$ cat config.mk
export PLATFORM = sky130hd
export DESIGN_NAME = phoneme_speech_player
export DESIGN_NICKNAME = d
export VERILOG_FILES = /design/src/rtl/phoneme_speech_player.sv
export SDC_FILE = /design/constraint.sdc
export NUM_CORES = 1
export LEC_CHECK = 0
export CAP_MARGIN = 20
export CORE_AREA = 3 3 99 111
export CTS_BUF_LIST = sky130_fd_sc_hd__clkbuf_8 sky130_fd_sc_hd__clkbuf_16
export DETAILED_ROUTE_END_ITERATION = 8
export DIE_AREA = 0 0 102 114
export MAX_ROUTING_LAYER = met4
export PLACE_DENSITY_LB_ADDON = 0.1
export SYNTH_ARGS = -nofsm -noshare
export SYNTH_HDL_FRONTEND = slang
export SYNTH_SLANG_ARGS = --single-unit
export TNS_END_PERCENT = 50
$ cat constraint.sdc
create_clock -name clk -period 2.8 [get_ports clk]
set_input_delay 0.56 -clock clk [delete_from_list [all_inputs] [get_ports clk]]
set_output_delay 0.56 -clock clk [all_outputs]
set_load 0.1 [all_outputs]
$ cat src/rtl/phoneme_speech_player.sv
// Phoneme playback responder: table lookup, then paced 8-bit PCM streaming from the sample ROM.
// Optional feature macro PHONEME_TAIL_EN appends TAIL_SAMPLES midscale samples after each phoneme.
module phoneme_speech_player #(
  parameter int SAMPLE_DIV   = 6250,
  parameter int ADDR_W       = 16,
  parameter int NUM_PHONEMES = 64,
  parameter int TAIL_SAMPLES = 16
) (
  input  logic              clk,
  input  logic              rst_L,
  input  logic              start_phoneme_output,
  input  logic [7:0]        phoneme_sel,
  output logic              phoneme_speech_busy,
  output logic [7:0]        tbl_idx,
  input  logic [ADDR_W-1:0] tbl_start,
  input  logic [15:0]       tbl_len,
  output logic [ADDR_W-1:0] rom_addr,
  input  logic [7:0]        rom_data,
  output logic [7:0]        sample_out,
  output logic              sample_valid
);

`ifdef PHONEME_TAIL_EN
  localparam bit TAIL_EN = 1'b1;
`else
  localparam bit TAIL_EN = 1'b0;
`endif

  localparam int DIV_W = (SAMPLE_DIV > 2) ? $clog2(SAMPLE_DIV) : 1;

  typedef enum logic [2:0] {
    IDLE, REJECT, LOOKUP, LOAD, FETCH, WAIT_TICK, TAIL, FINISH
  } state_t;

  localparam state_t DONE_STATE = (TAIL_EN && TAIL_SAMPLES > 0) ? TAIL : FINISH;

  state_t           state;
  logic             arm;
  logic [DIV_W-1:0] div_cnt;
  logic [15:0]      remaining;
  logic [15:0]      tail_cnt;
  logic             tick;
  logic             accept;
  logic             sel_valid;

  assign tick      = (div_cnt == DIV_W'(SAMPLE_DIV - 1));
  assign accept    = (state == IDLE) && start_phoneme_output && arm;
  assign sel_valid = ({1'b0, phoneme_sel} < 9'(NUM_PHONEMES));

  always_ff @(posedge clk or negedge rst_L) begin
    if (!rst_L) begin
      state               <= IDLE;
      arm                 <= 1'b1;
      div_cnt             <= '0;
      remaining           <= '0;
      tail_cnt            <= '0;
      phoneme_speech_busy <= 1'b0;
      tbl_idx             <= '0;
      rom_addr            <= '0;
      sample_out          <= 8'h80;
      sample_valid        <= 1'b0;
    end else begin
      sample_valid <= 1'b0;

      if (accept || tick) div_cnt <= '0;
      else                div_cnt <= div_cnt + 1'b1;

      // A start held high stays disarmed until it is seen low at least once.
      if (!start_phoneme_output) arm <= 1'b1;
      else if (accept)           arm <= 1'b0;

      case (state)
        IDLE: begin
          phoneme_speech_busy <= 1'b0;
          if (accept) begin
            if (sel_valid) begin
              tbl_idx <= phoneme_sel;
              state   <= LOOKUP;
            end else begin
              state <= REJECT;
            end
          end
        end
        REJECT: begin
          phoneme_speech_busy <= 1'b1;
          state               <= FINISH;
        end
        LOOKUP: begin
          phoneme_speech_busy <= 1'b1;
          state               <= LOAD;
        end
        LOAD: begin
          phoneme_speech_busy <= 1'b1;
          rom_addr            <= tbl_start;
          remaining           <= tbl_len;
          tail_cnt            <= 16'(TAIL_SAMPLES);
          state               <= (tbl_len == 16'd0) ? DONE_STATE : FETCH;
        end
        FETCH: begin
          phoneme_speech_busy <= 1'b1;
          state               <= WAIT_TICK;
        end
        WAIT_TICK: begin
          phoneme_speech_busy <= 1'b1;
          // rom_addr is held here, so the ROM output stays valid until the tick.
          if (tick) begin
            sample_out   <= rom_data;
            sample_valid <= 1'b1;
            rom_addr     <= rom_addr + 1'b1;
            remaining    <= remaining - 1'b1;
            state        <= (remaining == 16'd1) ? DONE_STATE : FETCH;
          end
        end
        TAIL: begin
          phoneme_speech_busy <= 1'b1;
          if (tick) begin
            sample_out   <= 8'h80;
            sample_valid <= 1'b1;
            tail_cnt     <= tail_cnt - 1'b1;
            if (tail_cnt == 16'd1) state <= FINISH;
          end
        end
        FINISH: begin
          phoneme_speech_busy <= 1'b0;
          sample_out          <= 8'h80;
          state               <= IDLE;
        end
        default: state <= IDLE;
      endcase
    end
  end

endmodule

## After elaboration in Yosys (flattened, before gate mapping)

Index checks and enable logic that the tools add are counted.

- ROM bits: 0
- Output and inout bits: 34
- Latch bits: 0
- Flip-flop bits (word level): 83
- Bits of input ports: 51
- Bits in writable memories: 0
- Word-level logic and storage cells: 69
- Memories kept: 0

- $add $sub $neg: 4
- Reduce and logical (&&, ||, !) cells: 16
- Multiply operators: 0
- Eq/ne operators: 15
- Shift-type cells: 0
- Magnitude comparators: 1
- Bitwise operators: 0
- Mux-type cells: 23
- Divide/modulo/power cells: 0

Operator list:

| kind | count |
|---|---|
| case mux 16 bit (2 select lines) | 3 |
| two-way mux 16 bit | 3 |
| == test 16 x 1 -> 1 bit (second input constant) | 2 |
| subtractor 16 x 1 -> 16 bit (second input constant) | 2 |
| case mux 3 bit (8 select lines) | 1 |
| case mux 8 bit (3 select lines) | 1 |
| adder 16 x 1 -> 16 bit (second input constant) | 1 |
| logical NOT 16 bit | 1 |
| two-way mux 8 bit | 2 |
| adder 13 x 1 -> 13 bit (second input constant) | 1 |
| == test 13 bit (second input constant) | 1 |
| two-way mux 13 bit | 1 |
| == test 3 bit (second input constant) | 4 |
| two-way mux 3 bit | 4 |
| < comparator 8 x 7 -> 1 bit (second input constant) | 1 |
| != test 2 bit (second input constant) | 4 |
| == test 3 x 2 -> 1 bit (second input constant) | 2 |
| two-way mux 2 bit | 3 |
| AND reduction 3 bit | 2 |
| OR reduction 6 bit | 1 |
| two-way mux 1 bit | 4 |
| AND reduction 2 bit | 2 |
| AND reduction 4 bit | 1 |
| nonzero test 2 bit | 2 |
| 8 further kinds | 10 |

## Logic depth before layout (Yosys ltp)

- Depth after elaboration: 5
- Mapped depth: 9
- Depth with buffers taken out: 7

## Least setup slack after synthesis

Ideal clock, no wire load.

- Kind: reg2reg
- Start point: register rom_addr[2]
- End point: register rom_addr[13]
- Stages on the path, launching flop included: 6
- Slack: 0.329 ns
- Library setup time: 0.080 ns
- Data arrival time: 2.391 ns
- Cells stage by stage: dfrtp_1 -> nand3_1 -> nor2_1 -> or4b_2 -> a21oi_1 -> a2bb2oi_1

- Word-level cells in the longest chain between the ends: 3

RTL lines:

| item | RTL line | text |
|---|---|---|
| from (decl) | 17 | `output logic [ADDR_W-1:0] rom_addr,` |
| from (signal assigned) | 94 | `rom_addr <= tbl_start;` |
| from (signal assigned) | 109 | `rom_addr <= rom_addr + 1'b1;` |
| adder 16 x 1 -> 16 bit | 109 |  |
| two-way mux 16 bit | 106 | `if (tick) begin` |
| case mux 16 bit (2 select lines) | 72 | `case (state)` |

Every way passes these cells. The select of a mux whose other input is x is not followed.
A chain may end at the register's enable or synchronous reset.

## Final worst setup path

- Start point: register div_cnt[9]
- End point: register rom_addr[5]

- Word-level cells in the longest chain between the ends: 3

RTL lines:

| item | RTL line | text |
|---|---|---|
| from (decl) | 39 | `logic [DIV_W-1:0] div_cnt;` |
| from (signal assigned) | 66 | `else div_cnt <= div_cnt + 1'b1;` |
| == test 13 bit | 46 | `assign tick = (div_cnt == DIV_W'(SAMPLE_DIV - 1));` |
| != test 2 bit (no line) | n/a |  |
| AND reduction 2 bit (no line) | n/a |  |

Every way passes these cells.

==> metrics <==
Crit-path slowest cell or4b_1; vias in the first global route between 3000 and 4000; Fin Hold WS about 190 ps; share of layout cells above drive strength 1 between 10% and 20%; Resized cells post-CTS 0; ANT nets after route 0; Fin. Hold Viols 0; crit share post-route 87.9%; Cells after Synth 484; die area 11600 µm²; Top delay family on crit path simple AND/OR/NAND/NOR gates; Worst Path Arrival 2720 ps; Die Span Y roughly 110 µm; Tot Pwr 2.34 mW; register area share after synthesis 47.0%; switching part of the total 28.2%; critical path class reg -> reg; first-pass GRT wire length approximately 17000 µm; grt ovf 0; status finished clean; # rows 38; hold crit path type in -> async; total track usage 18.9%; fin nets 624; average cell area after synthesis slightly above 9 µm²; TritonCTS clock tree yes; crit path buf inv count 1; Die X roughly 100 µm; First-pass DRT Iterations 4; clk sinks 83; Sw Pwr 0.658 mW; vias per cell between 5 and 6; routed via count 3867; hpwl dp 7310 µm; Post-route DRC 0; Register Area 2080 µm²; initial core utilization 44.8%; Synth Warn # 0; Max VDD drop 0.245 mV; final setup TNS 0 ps; pin count of the biggest net entering global routing 45; io pins 85; commonest cells after routing, fill and taps aside dfrtp_1 (81), nand2_1 (55), nor2_1 (53); final wirelength 10500 µm; most common cell after layout, fill and taps aside dfrtp_1; leakage dissipation approximately 2.3 nW; CP max stage delay around 700 ps; Max transition margin 61.5%; Syn Nets around 540; Tmin final approximately 2500 ps; P_int 1.68 mW; Yosys reg bits 83; Power Dens Cells approximately 420 nW/µm²; 1st-iter DRT viols 166; CTS Buffer Depth 2; Highest Clock Rate 407 MHz; number of enable flip-flop cells after synthesis 0; Slew Limit Fails 0; # setup viols final 0; GPL Wtd Cong approximately 0.8; Top FF cell, synth dfrtp_1; Mapped Area 4430 µm²; max-cap violations 0; Combinational Power Share 11.4%; synth unique cells just under 60; clock slew at reported path FFs 100 ps; WP data required about 3000 ps; H-tree Lvls 3; initial antenna violation count 0; Root Driver clkbuf_8; Startpoint Class register; hold_buf cts 0; Core Region 9890 µm²; Area Growth Syn to Fin 24.9%; Async S/R FF share, synth 100%; crit-path max FO 33; CTS buffer count 9; buffers added on ports 84; critical-path cell list or4b_1 -> or3_1 -> o21ai_2 -> buf_12 -> o21ai_1 -> a22o_1; clock network power share 35.1%; endpoint type of the worst setup path register; multi-input combinational cell area 2190 µm²; skew final 15.0 ps; wire per inst 15.2 µm; RSZ-0062 raised after global routing false; clk_lat worst skew 360 ps; Fillers just over 900; Seq pwr share between 50 and 60%; worst slew pin tran 578 ps; Ant. Diodes 0; postcts setup bufs 0
[layer usage]
metal,GRT usage [%],vias up,wire length [µm],share of wire (%)
met5,-,-,0,0
met4,6.65,0,127,1.2
met3,2.57,10,426,4.1
met2,30.6,86,5190,50
met1,24.1,1856,4740,45
li1,-,1915,-,-
[final timing paths]
kind                               start             to  slack, ps  cells past startpoint
hold reg to reg            sample_out[7]  sample_out[7]        490                      2
min in group clk           sample_out[7]  sample_out[7]        490                      2
setup reg to reg              div_cnt[9]    rom_addr[5]        340                      6
setup / recovery              div_cnt[9]    rom_addr[5]        340                      6
max in group asynchronous          rst_L  sample_out[7]       1920                      2
hold / removal                     rst_L    rom_addr[7]        190                      1
[state kept, by name (all words and copies together) (netlist names)]
signal and count:
sample_out 8, state 3, tbl_idx 8, rom_addr 16, phoneme_speech_busy 1, sample_valid 1
arm 1, tail_cnt 16, remaining 16, div_cnt 13
[per-stage QoR]
stage | setup slack (ps) | area (µm²) | utilization, % | std cells
2_1_floorplan | 329 | 4430 | - | 484
3_3_place_gp | 383 | 5340 | 54.0 | 675
3_5_place_dp | 341 | 5340 | 54.0 | 675
4_1_cts | 349 | 5530 | 55.9 | 691
5_1_grt | 229 | 5530 | 55.9 | 691
6_report | 340 | 5530 | 55.9 | 691
[synth_stat cells, types with 9 or more instances]
master    count  area, µm²
o21ai_0      32        160
nor4_1        9       56.3
o22ai_1      11       68.8
nand2_1      55        206
xor2_1       19        166
nor2_1       53        199
inv_1        12       45.0
clkbuf_1     20       75.1
a21oi_1      30        150
nand3_1      33        165
dfrtp_1      81       2030
[cell type report]
cell class              instances  area share, %
multi-input cells             363           39.7
flip-flops and latches         83           37.6
repair buffers                 97           15.8
well taps                     120           2.72
clock buffers                  10           2.49
clock inverters                 6          0.860
inverters                      12          0.815
[kinds of logic after synthesis]
family / share of synthesized area [%]
simple gates: 25.6
compound gates: 15.5
flops: 47.0
buf+inv: 3.50
xor+xnor: 4.75
mux: 1.75
fa+ha+maj: 1.98
[power by group through the flow]
stage | logic [mW] | clock network (mW) | registers, mW
2_1_floorplan | 0.0462 | 0 | 1.35
3_3_place_gp | 0.268 | 0 | 1.27
3_5_place_dp | 0.269 | 0 | 1.27
4_1_cts | 0.270 | 0.848 | 1.25
5_1_grt | 0.286 | 0.904 | 1.25
6_report | 0.267 | 0.821 | 1.25
(Power assumes the default switching activity.)
==> edit (same settings) <==
Build with the macro `PHONEME_TAIL_EN` defined.
--- a/src/rtl/phoneme_speech_player.sv
+++ b/src/rtl/phoneme_speech_player.sv
@@ -2,2 +2,4 @@
 // Optional feature macro PHONEME_TAIL_EN appends TAIL_SAMPLES midscale samples after each phoneme.
+`define PHONEME_TAIL_EN
+
 module phoneme_speech_player #(
Behaviour: not the same (Yosys sat finds a counterexample within 10 cycles, from zero or initial values and one cycle with rst_L low).
==> edit against the unedited design <==
Count of clock-buffer cells in the layout is the same. Area after synthesis shrank 0.28%. Sequential share of layout area rose by 0.43 points. Critical path depth fell by 1. Routed wire length is 3.6% higher. Final area is 1.1% lower. Worst setup slack improved by 0.069 ns. Sequential cell count stayed put. Critical path type unchanged.
Power is not compared: it rests on default switching activity, and its combinational part moved more than twofold at a synthesized area within 25%.
==> edit: results (changes against the unedited design) <==
| Metric | Value |
|---|---|
| Outcome | `finished, final reports clean` |
| Tot GR Track Use | `20.1% (+1.3 points)` |
| Starting DRT DRC Count | `278 (+67%)` |
| Worst relative slew slack | `55.7% (-5.7 points)` |
| R2r startpoint | `tail_cnt[6]` |
| Clock network area share | `3.14% (-0.21 points)` |
| WL/cell | `16.1 um (+6.1%)` |
| Post-synthesis sequential area ratio | `47.1% (+0.13 points)` |
| Share of layout cells above drive strength 1 | `14.4% (-0.47 points)` |
| Worst reg2reg path depth | `5 (-1)` |
| Buffers excl. clock | `93 (-4.1%)` |
| WP data arrival | `2.63 ns (-0.09 ns)` |
| Vias/cell | `5.84 (+4.4%)` |
| Post-DP HPWL | `7770 um (+6.3%)` |
| Post-synth net total | `530 (-2.2%)` |
| Placed cell count | `659 (-2.4%)` |
| Nets | `608 (-2.6%)` |
| Fraction of area in multi-input gates | `40.1% (+0.41 points)` |
| #MultiIn Comb | `352 (-3.0%)` |
| Reg2Reg Setup Slack | `0.41 ns (+0.07 ns)` |
| Global-route wire length before repair | `18400 um (+6.1%)` |
| Fin Hold WS | `0.160 ns (-0.0280 ns)` |
| Routed vias | `3944 (+2.0%)` |
| Crit-path slowest cell | `or4_1` |
| Crit path largest cell delay | `0.67 ns (-0.02 ns)` |
| Top cells by area, synth | `dfrtp_1 (46%), a21oi_1 (5.1%), nor2_1 (4.2%), nand2_1 (3.0%), o21ai_1 (2.9%)` |
| CP Capture Point | `state[1]` |
| Clk_skew | `0.0154 ns (+0.000342 ns)` |
| Max FO, Critical Path | `8 (-76%)` |
| Fillers | `926 (+0.76%)` |
| Non-clk invs | `11 (-1)` |
-- edit: worst register-to-register path, stage by stage, from the launching register on --
cell and delay, ns:
dfrtp_1 0.41, or4_1 0.67, nor4bb_1 0.45, a21oi_1 0.15
a221oi_2 0.25, mux2_1 0.34
-- edit: kinds of logic (layout without fill, tap and decap cells) --
logic type	Yosys count	after routing	synth area share, %
AO/OA/AOI/OAI	141	141	19.9
XOR/XNOR	16	16	3.17
adder cells (fa/ha/maj)	7	7	1.98
buffers and inverters	37	120	3.46
flip-flops	83	83	47.1
multiplexers	9	9	2.24
AND/OR/NAND/NOR	179	179	22.1
-- edit: per-stage QoR --
step	utilization [%]	power, mW	worst slack [ns]
final	55.3	5.67	0.409
after global routing	55.3	6.06	0.247
after CTS	55.3	5.71	0.418
after detailed placement	53.5	4.93	0.440
after global placement	53.5	4.86	0.474
after floorplan	-	4.22	0.541
-- edit: routing by layer --
metal	GRT usage, %	part of all wire (%)
met5	-	0
met4	6.82	1.5
met3	2.75	4.4
met2	31.7	50
met1	26.8	44
-- edit: power groups by stage --
stage          Sequential (mW)  Clock, mW  Combinational [mW]
2_1_floorplan             2.95          0                1.27
3_3_place_gp              1.95          0                2.91
3_5_place_dp              1.97          0                2.96
4_1_cts                   1.95      0.795                2.97
5_1_grt                   2.02      0.848                3.20
6_report                  1.95      0.774                2.95
-- edit: worst min path at each step --
stage / cells past startpoint / to / from
after floorplan: 0 / div_cnt[0] / rst_L
after global placement: 2 / sample_out[7] / sample_out[7]
after detailed placement: 2 / sample_out[7] / sample_out[7]
after CTS: 1 / tail_cnt[11] / rst_L
after global routing: 1 / tail_cnt[11] / rst_L
final: 1 / tail_cnt[11] / rst_L
